### src/rtl/signed_bcd_fmt.sv
// Signed 16-bit to four-digit 7-seg code formatter using a serial double-dabble core.
// Optional leading-zero blanking is enabled with `define LEADING_ZERO_BLANK_EN.
module signed_bcd_fmt (
    input  logic        iCLK,
    input  logic        iRST,
    input  logic [15:0] iValue,
    input  logic        iStart,
    output logic        oBusy,
    output logic        oDone,
    output logic        oOvf,
    output logic [3:0]  oDigit3,
    output logic [3:0]  oDigit2,
    output logic [3:0]  oDigit1,
    output logic [3:0]  oDigit0
);

    localparam int unsigned VAL_W = 16;
    localparam int unsigned EXT_W = VAL_W + 1;
    localparam int unsigned MAG_W = 14;
    localparam int unsigned DIG_W = 4;
    localparam int unsigned N_DIG = 4;
    localparam int unsigned BCD_W = DIG_W * N_DIG;
    localparam int unsigned SR_W  = BCD_W + MAG_W;
    localparam int unsigned CNT_W = 4;

    localparam logic [CNT_W-1:0] LAST_SHIFT = CNT_W'(MAG_W - 1);
    localparam logic [EXT_W-1:0] MAG_MAX    = EXT_W'((1 << MAG_W) - 1);
    localparam logic [EXT_W-1:0] POS_LIMIT  = EXT_W'(9999);
    localparam logic [EXT_W-1:0] NEG_LIMIT  = EXT_W'(999);
    localparam logic [DIG_W-1:0] CODE_BLANK = DIG_W'(4'hA);
    localparam logic [DIG_W-1:0] CODE_DASH  = DIG_W'(4'hB);

    typedef enum logic [1:0] {
        IDLE,
        SHIFT,
        FORMAT
    } state_t;

    state_t                        state_q, state_d;
    logic [SR_W-1:0]               sr_q, sr_d;
    logic [CNT_W-1:0]              cnt_q, cnt_d;
    logic                          neg_q, neg_d;
    logic                          rng_ovf_q, rng_ovf_d;
    logic                          busy_q, busy_d;
    logic                          done_q, done_d;
    logic                          ovf_q, ovf_d;
    logic [N_DIG-1:0][DIG_W-1:0]   dig_q, dig_d;

    logic [EXT_W-1:0]              abs_c;
    logic [MAG_W-1:0]              mag_c;
    logic                          in_ovf_c;
    logic [BCD_W-1:0]              bcd_c;
    logic [N_DIG-1:0][DIG_W-1:0]   fmt_c;

    // One double-dabble iteration: add 3 to nibbles >= 5, then shift left.
    function automatic logic [SR_W-1:0] dd_step(input logic [SR_W-1:0] s);
        logic [SR_W-1:0] t;
        t = s;
        for (int k = 0; k < int'(N_DIG); k++) begin
            if (t[MAG_W + DIG_W*k +: DIG_W] >= DIG_W'(5))
                t[MAG_W + DIG_W*k +: DIG_W] = t[MAG_W + DIG_W*k +: DIG_W] + DIG_W'(3);
        end
        return {t[SR_W-2:0], 1'b0};
    endfunction

    // Magnitude is computed 17 bits wide so -32768 does not wrap.
    always_comb begin
        abs_c    = iValue[VAL_W-1] ? (EXT_W'(0) - {1'b1, iValue}) : {1'b0, iValue};
        mag_c    = (abs_c > MAG_MAX) ? '1 : abs_c[MAG_W-1:0];
        in_ovf_c = iValue[VAL_W-1] ? (abs_c > NEG_LIMIT) : (abs_c > POS_LIMIT);
    end

    assign bcd_c = sr_q[MAG_W +: BCD_W];

    always_comb begin
`ifdef LEADING_ZERO_BLANK_EN
        logic lead;
`endif
        for (int i = 0; i < int'(N_DIG); i++)
            fmt_c[i] = bcd_c[DIG_W*i +: DIG_W];
`ifdef LEADING_ZERO_BLANK_EN
        lead = 1'b1;
        for (int i = int'(N_DIG) - 1; i >= 1; i--) begin
            if (lead && (fmt_c[i] == '0))
                fmt_c[i] = CODE_BLANK;
            else
                lead = 1'b0;
        end
        // The minus sign takes the blank slot just left of the leading digit.
        if (neg_q) begin
            for (int i = int'(N_DIG) - 1; i >= 1; i--) begin
                if ((fmt_c[i] == CODE_BLANK) && (fmt_c[i-1] != CODE_BLANK))
                    fmt_c[i] = CODE_DASH;
            end
        end
`else
        if (neg_q)
            fmt_c[N_DIG-1] = CODE_DASH;
`endif
        if (rng_ovf_q)
            fmt_c = {N_DIG{CODE_DASH}};
    end

    always_comb begin
        state_d   = state_q;
        sr_d      = sr_q;
        cnt_d     = cnt_q;
        neg_d     = neg_q;
        rng_ovf_d = rng_ovf_q;
        busy_d    = busy_q;
        done_d    = 1'b0;
        ovf_d     = ovf_q;
        dig_d     = dig_q;
        unique case (state_q)
            IDLE: begin
                if (iStart) begin
                    state_d   = SHIFT;
                    sr_d      = {BCD_W'(0), mag_c};
                    cnt_d     = '0;
                    neg_d     = iValue[VAL_W-1];
                    rng_ovf_d = in_ovf_c;
                    busy_d    = 1'b1;
                end
            end
            SHIFT: begin
                sr_d  = dd_step(sr_q);
                cnt_d = cnt_q + CNT_W'(1);
                if (cnt_q == LAST_SHIFT)
                    state_d = FORMAT;
            end
            FORMAT: begin
                dig_d   = fmt_c;
                ovf_d   = rng_ovf_q;
                done_d  = 1'b1;
                busy_d  = 1'b0;
                state_d = IDLE;
            end
            default: state_d = IDLE;
        endcase
    end

    always_ff @(posedge iCLK) begin
        if (iRST) begin
            state_q   <= IDLE;
            sr_q      <= '0;
            cnt_q     <= '0;
            neg_q     <= 1'b0;
            rng_ovf_q <= 1'b0;
            busy_q    <= 1'b0;
            done_q    <= 1'b0;
            ovf_q     <= 1'b0;
            dig_q     <= {N_DIG{CODE_BLANK}};
        end else begin
            state_q   <= state_d;
            sr_q      <= sr_d;
            cnt_q     <= cnt_d;
            neg_q     <= neg_d;
            rng_ovf_q <= rng_ovf_d;
            busy_q    <= busy_d;
            done_q    <= done_d;
            ovf_q     <= ovf_d;
            dig_q     <= dig_d;
        end
    end

    assign oBusy   = busy_q;
    assign oDone   = done_q;
    assign oOvf    = ovf_q;
    assign oDigit3 = dig_q[3];
    assign oDigit2 = dig_q[2];
    assign oDigit1 = dig_q[1];
    assign oDigit0 = dig_q[0];

endmodule

### config.mk
export PLATFORM = sky130hd
export DESIGN_NAME = signed_bcd_fmt
export DESIGN_NICKNAME = d
export VERILOG_FILES = /design/src/rtl/signed_bcd_fmt.sv
export SDC_FILE = /design/constraint.sdc
export NUM_CORES = 1
export LEC_CHECK = 0
export BUFFER_PORTS_ARGS = -buffer_cell sky130_fd_sc_hd__buf_2
export CAP_MARGIN = 20
export CORE_ASPECT_RATIO = 0.9
export CORE_MARGIN = 3
export CORE_UTILIZATION = 52
export DETAILED_ROUTE_END_ITERATION = 12
export PLACE_DENSITY = 0.73
export RECOVER_POWER = 100
export SYNTH_ARGS = -nofsm -noshare
export SYNTH_HDL_FRONTEND = slang
export SYNTH_SLANG_ARGS = --single-unit
### constraint.sdc
create_clock -name iCLK -period 2.4 [get_ports iCLK]
set_clock_uncertainty 0.05 [all_clocks]
set_input_delay 0 -clock iCLK [delete_from_list [all_inputs] [get_ports iCLK]]
set_output_delay 0 -clock iCLK [all_outputs]
set_load 0.05 [all_outputs]
==> results of run 1 <==
==> sequential cells by signal, indices dropped and copies added (netlist names) <==
| name | flops |
|---|---|
| oBusy | 1 |
| oOvf | 1 |
| oDigit2 | 4 |
| cnt_q | 4 |
| state_q | 2 |
| oDigit1 | 4 |
| oDone | 1 |
| oDigit3 | 4 |
| sr_q | 30 |
| rng_ovf_q | 1 |
| oDigit0 | 4 |
| neg_q | 1 |
==> cell families after synthesis <==
group / after synthesis / synth area share
buffers and inverters: 37 / 0.04848
AO/OA/AOI/OAI: 94 / 0.2196
AND/OR/NAND/NOR: 164 / 0.2568
multiplexers: 3 / 0.009616
flip-flops: 57 / 0.3654
XOR/XNOR: 20 / 0.05609
adder cells (fa/ha/maj): 11 / 0.04407
==> synthesized netlist by cell type, types with 4 or more instances <==
master,count,area [µm²]
xnor2_1,9,78.83
ha_1,11,137.6
nand3_1,13,65.06
nor2_1,60,225.2
o21ai_0,25,125.1
dfxtp_1,57,1141
inv_1,14,52.55
o22ai_1,4,25.02
nor3_1,23,115.1
nand2b_1,11,68.82
nand2_1,30,112.6
clkbuf_1,19,71.32
xor2_1,11,96.34
a2111oi_2,8,120.1
a21oi_1,20,100.1
o21bai_1,6,45.04
o31ai_1,7,52.55
==> stage by stage <==
| step | worst slack, ps | utilization | cell area, µm² |
|---|---|---|---|
| after detailed placement | 356.5 | 0.5856 | 3372 |
| after global routing | 288.9 | 0.6067 | 3493 |
| final | 524.3 | 0.6067 | 3493 |
| after CTS | 696.3 | 0.6254 | 3601 |
| after global placement | 464.1 | 0.5856 | 3372 |
| after floorplan | 601.1 | - | 3123 |
==> critical path, cell delays in order <==
cell and delay, ps:
buf_2 140, inv_1 60, ha_1 190, nor3b_1 340, nand3_2 150, o311a_1 340
a21oi_1 170, nor2b_1 70, buf_4 180, a2111oi_0 380
==> report_power, final <==
part | total, mW | switching, mW | internal, mW | leakage (nW)
clock | 1.01 | 0.393 | 0.614 | 0.105
sequential | 1.01 | 0.0294 | 0.978 | 0.465
combinational | 0.229 | 0.146 | 0.0828 | 0.774
==> path summary, 6_finish.rpt <==
| kind | start | end | slack, ps | cells past startpoint |
|---|---|---|---|---|
| worst min register to register | oDigit1[2]$_SDFFE_PP0P_ | oDigit1[2]$_SDFFE_PP0P_ | 410 | 2 |
| worst min-delay path | iValue[11] | sr_q[11]$_SDFFE_PP0P_ | 50 | 3 |
| worst max register to register | state_q[0]$_SDFFE_PP0P_ | rng_ovf_q$_SDFFE_PP0P_ | 580 | 7 |
| worst max-delay path | iValue[0] | sr_q[3]$_SDFFE_PP0P_ | 520 | 10 |
==> cell type report <==
type / count / area, µm²
Tap cell: 70 / 87.58
Clock buffer: 10 / 137.6
Timing Repair Buffer: 47 / 229.0
Clock inverter: 6 / 91.34
Sequential cell: 57 / 1141
Inverter: 14 / 52.55
Multi-Input combinational cell: 292 / 1754
Fill cell: 525 / 2265
==> per-layer routing <==
metal	vias up	global-route usage
met1	1334	0.3190
li1	1443	-
met3	4	0.04644
met5	-	0
met2	75	0.3223
met4	0	0.07669
==> key figures, run 1 <==
Outcome
  – Status: complete, no violations

Setup path
  – Crit path kind: in2reg
  – Worst-path fanout max: 12
  – CP endpoint kind: flip-flop
  – Critical path arrival: 2020 ps
  – Required @ worst endpoint: 2550 ps
  – Worst setup SP type: input port

Hold path
  – Worst Hold Class: in2reg

CTS
  – Postcts setup bufs: 0
  – Worst-path clk slew: 70 ps
  – Hold_buf cts: 0
  – Clock latency on the worst-skew pair: 330 ps
  – Clock Sinks: 57
  – CTS tree: yes
  – Cell chosen for the clock root: clkbuf_8
  – CTS buffer count: 9
  – PostCTS Resize Cnt: 0
  – Max Root-Sink Buffers: 2
  – CTS H-tree depth: 3

Die
  – Die width: 87.69 µm
  – Full die area: 0.006973 mm²
  – Die Y: 79.52 µm
  – Row cnt: 26
  – Initial cell density of the core: 0.5424
  – Top Ports: 38
  – Core area: 0.005758 mm²

Synthesis
  – Number of synthesized flops with an enable pin: 0
  – Syn_nets: 416
  – Synthesized cell area: 0.003123 mm²
  – Post-synthesis sequential area ratio: 0.3654
  – Ys async rst share: 0
  – Yosys warns: 0
  – Mean area per synthesized cell: 8.091 µm²
  – Cells after Synth: 386
  – #FFs+latches synth: 57
  – Dominant synthesized flop cell: dfxtp_1
  – Yosys cell types: 53

Power
  – Static leakage: 1.343 nW
  – Peak supply drop: 305.7 µV
  – PwrDens: 641.8 mW/mm²
  – Power, Total: 2.242 mW

STA
  – Hold Violations, Final: 0
  – Fmax: 533.1 MHz
  – Worst-Margin Slew: 777.5 ps
  – Worst slew margin: 0.4817
  – Slew Viols, Final: 0
  – Hold Slack: 54.87 ps
  – Tmin final: 1876 ps
  – RSZ-0062 raised after global routing: false
  – Setup TNS Final: 0 ps
  – Final period util: 0.7815
  – Final setup violating endpoints: 0

Placement
  – Cells after DPL: 480
  – Port Buf Inserts: 37
  – Detailed Place HPWL: 5158 µm
  – GPL Wtd Cong: 0.8272

Detailed routing
  – DR WL/cell: 14.71 µm
  – Antenna viol nets, final: 0
  – Vias: 2856
  – Met3 WL: 376 µm
  – Met2 Routed Length: 3272 µm
  – Drt via density: 5.758
  – Top sig layer: met4
  – Drc violations: 0
  – WL met1: 3599 µm
  – Initial drt markers: 133
  – Drt pass-1 iters: 4
  – Post-Route WL: 7294 µm

Final layout
  – Area grow syn2layout: 11.86%
  – Final cell count without fillers: 496
  – Nets: 451
  – N_diodes: 0
  – Most common cell after layout, fill and taps aside: nor2_1
  – Commonest cells after routing, fill and taps aside: nor2_1 (60), dfxtp_1 (57), nand2_1 (30)
  – Share of layout cells above drive strength 1: 0.1127

GRT
  – GRT Overall Usage: 0.2205
  – Vias in the first global route: 2597
  – Largest net degree at the start of global routing: 29
  – First-pass GRT wire length: 12280 µm
  – Initial antenna violation count: 0
  – Global route overflow: 0

Flow run
  – Max-cap violation count: 0
Note: power is estimated with default switching activity, not from simulation.
==> inputs of run 2 (changes only) <==
PLACE_DENSITY = 0.75   (was 0.73)
clock period = 1.58 ns   (was 2.4 ns; I/O delays follow)
==> run 2 against run 1 <==
Effect of this change: global-route usage increased by 2.9 points; largest cell class unchanged; sequential share of layout area down 4.8 points; utilization grew 11 points; cell count increased by 7.7%; clock power increased by 51%; critical path type unchanged; register-to-register slack worse by 490 ps; routed wire length rose by 14%; worst setup slack got worse by 490 ps; critical endpoint is now sr_q[12]$_SDFFE_PP0P_; combinational power grew 140%.
==> key figures, run 2 (synthesis results as in run 1) <==
GRT
  – Global route overflow: 0
  – First-pass GRT wire length: 13620 µm
  – Initial antenna violation count: 0
  – Vias in the first global route: 2935
  – Largest net degree at the start of global routing: 24
  – GRT Overall Usage: 0.2490

Die
  – Die width: 87.69 µm
  – Row cnt: 26
  – Initial cell density of the core: 0.5424
  – Core area: 0.005758 mm²
  – Die Y: 79.52 µm
  – Top Ports: 38
  – Full die area: 0.006973 mm²

Detailed routing
  – Initial drt markers: 179
  – Post-Route WL: 8343 µm
  – Vias: 3108
  – Drt pass-1 iters: 5
  – Antenna viol nets, final: 0
  – DR WL/cell: 15.62 µm
  – Drt via density: 5.820
  – Drc violations: 0

STA
  – Final setup violating endpoints: 0
  – Slew Viols, Final: 0
  – Final period util: 0.9769
  – Hold Violations, Final: 0
  – RSZ-0062 raised after global routing: true
  – Worst-Margin Slew: 629.5 ps
  – Setup TNS Final: 0 ps
  – Worst slew margin: 0.5821
  – Tmin final: 1543 ps
  – Fmax: 647.9 MHz

Final layout
  – Most common cell after layout, fill and taps aside: nor2_1
  – N_diodes: 0
  – Final Core Density: 0.7123
  – Final cell count without fillers: 534
  – Commonest cells after routing, fill and taps aside: nor2_1 (60), dfxtp_1 (56), buf_4 (43)
  – Nets: 489
  – Final instance area: 0.004101 mm²
  – Area grow syn2layout: 31.33%
  – Largest Register: sr_q
  – Filler Cells Inserted: 489
  – Largest register FFs: 30
  – Share of layout cells above drive strength 1: 0.2543

Setup path
  – CP max stage cell: o311a_1
  – Critical path depth in cells: 10
  – Worst-path fanout max: 6
  – Worst path max stage delay: 310 ps
  – Gate family responsible for the most delay along the worst path: compound AO/OA/AOI/OAI gates
  – Required @ worst endpoint: 1760 ps
  – Critical path arrival: 1720 ps
  – Depth of the worst register-to-register path: 6
  – CP Buf/Inv Count: 3
  – CP Cell Sequence: clkbuf_4, inv_12, ha_4, nor3b_4, nand3_2, o311a_1, a21oi_2, nor2b_4, clkbuf_16, a2111oi_1
  – CP endpoint kind: flip-flop
  – Crit path kind: in2reg
  – Worst setup SP type: input port

Hold path
  – Worst Hold Class: in2reg
  – Cells on Worst Hold Path: 2

Power
  – Clock Power Share: 0.425
  – Power, Total: 3.604 mW
  – PwrDens: 878.7 mW/mm²
  – Net Sw Power: 0.9497 mW
  – Int Power: 2.654 mW
  – Sequential power share: 0.422
  – Peak supply drop: 608.0 µV
  – Static leakage: 1.615 nW
  – Switching portion of total power: 0.2635
  – Combinational Power Share: 0.153

CTS
  – Hold_buf cts: 0
  – Worst-path clk slew: 70 ps
  – Cell chosen for the clock root: clkbuf_8
  – Clock Sinks: 57
  – CTS H-tree depth: 3
  – CTS tree: yes
  – Clock latency on the worst-skew pair: 340 ps
  – CTS buffer count: 9
  – Max Root-Sink Buffers: 2

Placement
  – Detailed Place HPWL: 5850 µm
  – Cells after DPL: 513
  – GPL Wtd Cong: 0.8558
  – Placed Area: 0.003729 mm²
  – Port Buf Inserts: 37

Outcome
  – Status: complete, no violations

Flow run
  – Max-cap violation count: 0
## run 2: cell count changes in the layout (fill, tap and decap cells not counted), sizes merged
cell / before / now
clkinv: 1 / 3
clkbuf: 31 / 33
buf: 26 / 63
clkinvlp: 3 / 0
## run 2: stage by stage
| stage | setup slack [ps] | hold WS (ps) |
|---|---|---|
| after floorplan | -168.7 | 168.1 |
| after global placement | -266.1 | 354.3 |
| after detailed placement | -325.9 | 359.4 |
| after CTS | 19.23 | 3.842 |
| after global routing | -33.75 | 46.89 |
| final | 36.55 | 6.581 |
## run 2: path summary, 6_finish.rpt
check / startpoint / to / slack (ps)
worst max-delay path: iValue[0] / sr_q[12]$_SDFFE_PP0P_ / 40
worst min-delay path: iRST / oDone$_SDFF_PP0_ / 7
worst max register to register: state_q[1]$_SDFFE_PP0P_ / rng_ovf_q$_SDFFE_PP0P_ / 90
worst min register to register: oDigit0[2]$_SDFFE_PP0P_ / oDigit0[2]$_SDFFE_PP0P_ / 400
## run 2: power by group through the flow
stage	Combinational [mW]	Clock [mW]	Sequential (mW)
global route	0.597	1.60	1.52
detailed placement	0.500	0	1.55
CTS	0.504	1.55	1.52
global placement	0.488	0	1.55
floorplan	0.288	0	1.55
finish	0.552	1.53	1.52
## run 2: routing by layer
layer | global-route usage | part of all wire | vias to the layer above
li1 | - | - | 1518
met1 | 0.3331 | 0.46 | 1469
met2 | 0.3840 | 0.46 | 104
met3 | 0.05882 | 0.059 | 17
met4 | 0.1012 | 0.021 | 0
met5 | 0 | 0 | -
## run 2: worst register-to-register path: cells and delay by family (launching register included)
kind | cells | cell delay, ps
AO/OA/AOI/OAI | 2 | 220
flip-flops | 1 | 370
AND/OR/NAND/NOR | 4 | 750
## run 2: what timing repair did
action                                  CTS  global route
endpoints found under the setup margin    0            18
setup buffers                             0             4
gates resized for setup                   0            23
## run 2: cell type report
type,count,area (µm²),share of cell area
inverters,14,70.07,0.01708
well taps,70,87.58,0.02135
multi-input cells,292,2004,0.4887
repair buffers,85,576.8,0.1406
clock buffers,11,141.4,0.03447
clock inverters,5,78.83,0.01922
flip-flops and latches,57,1142,0.2785
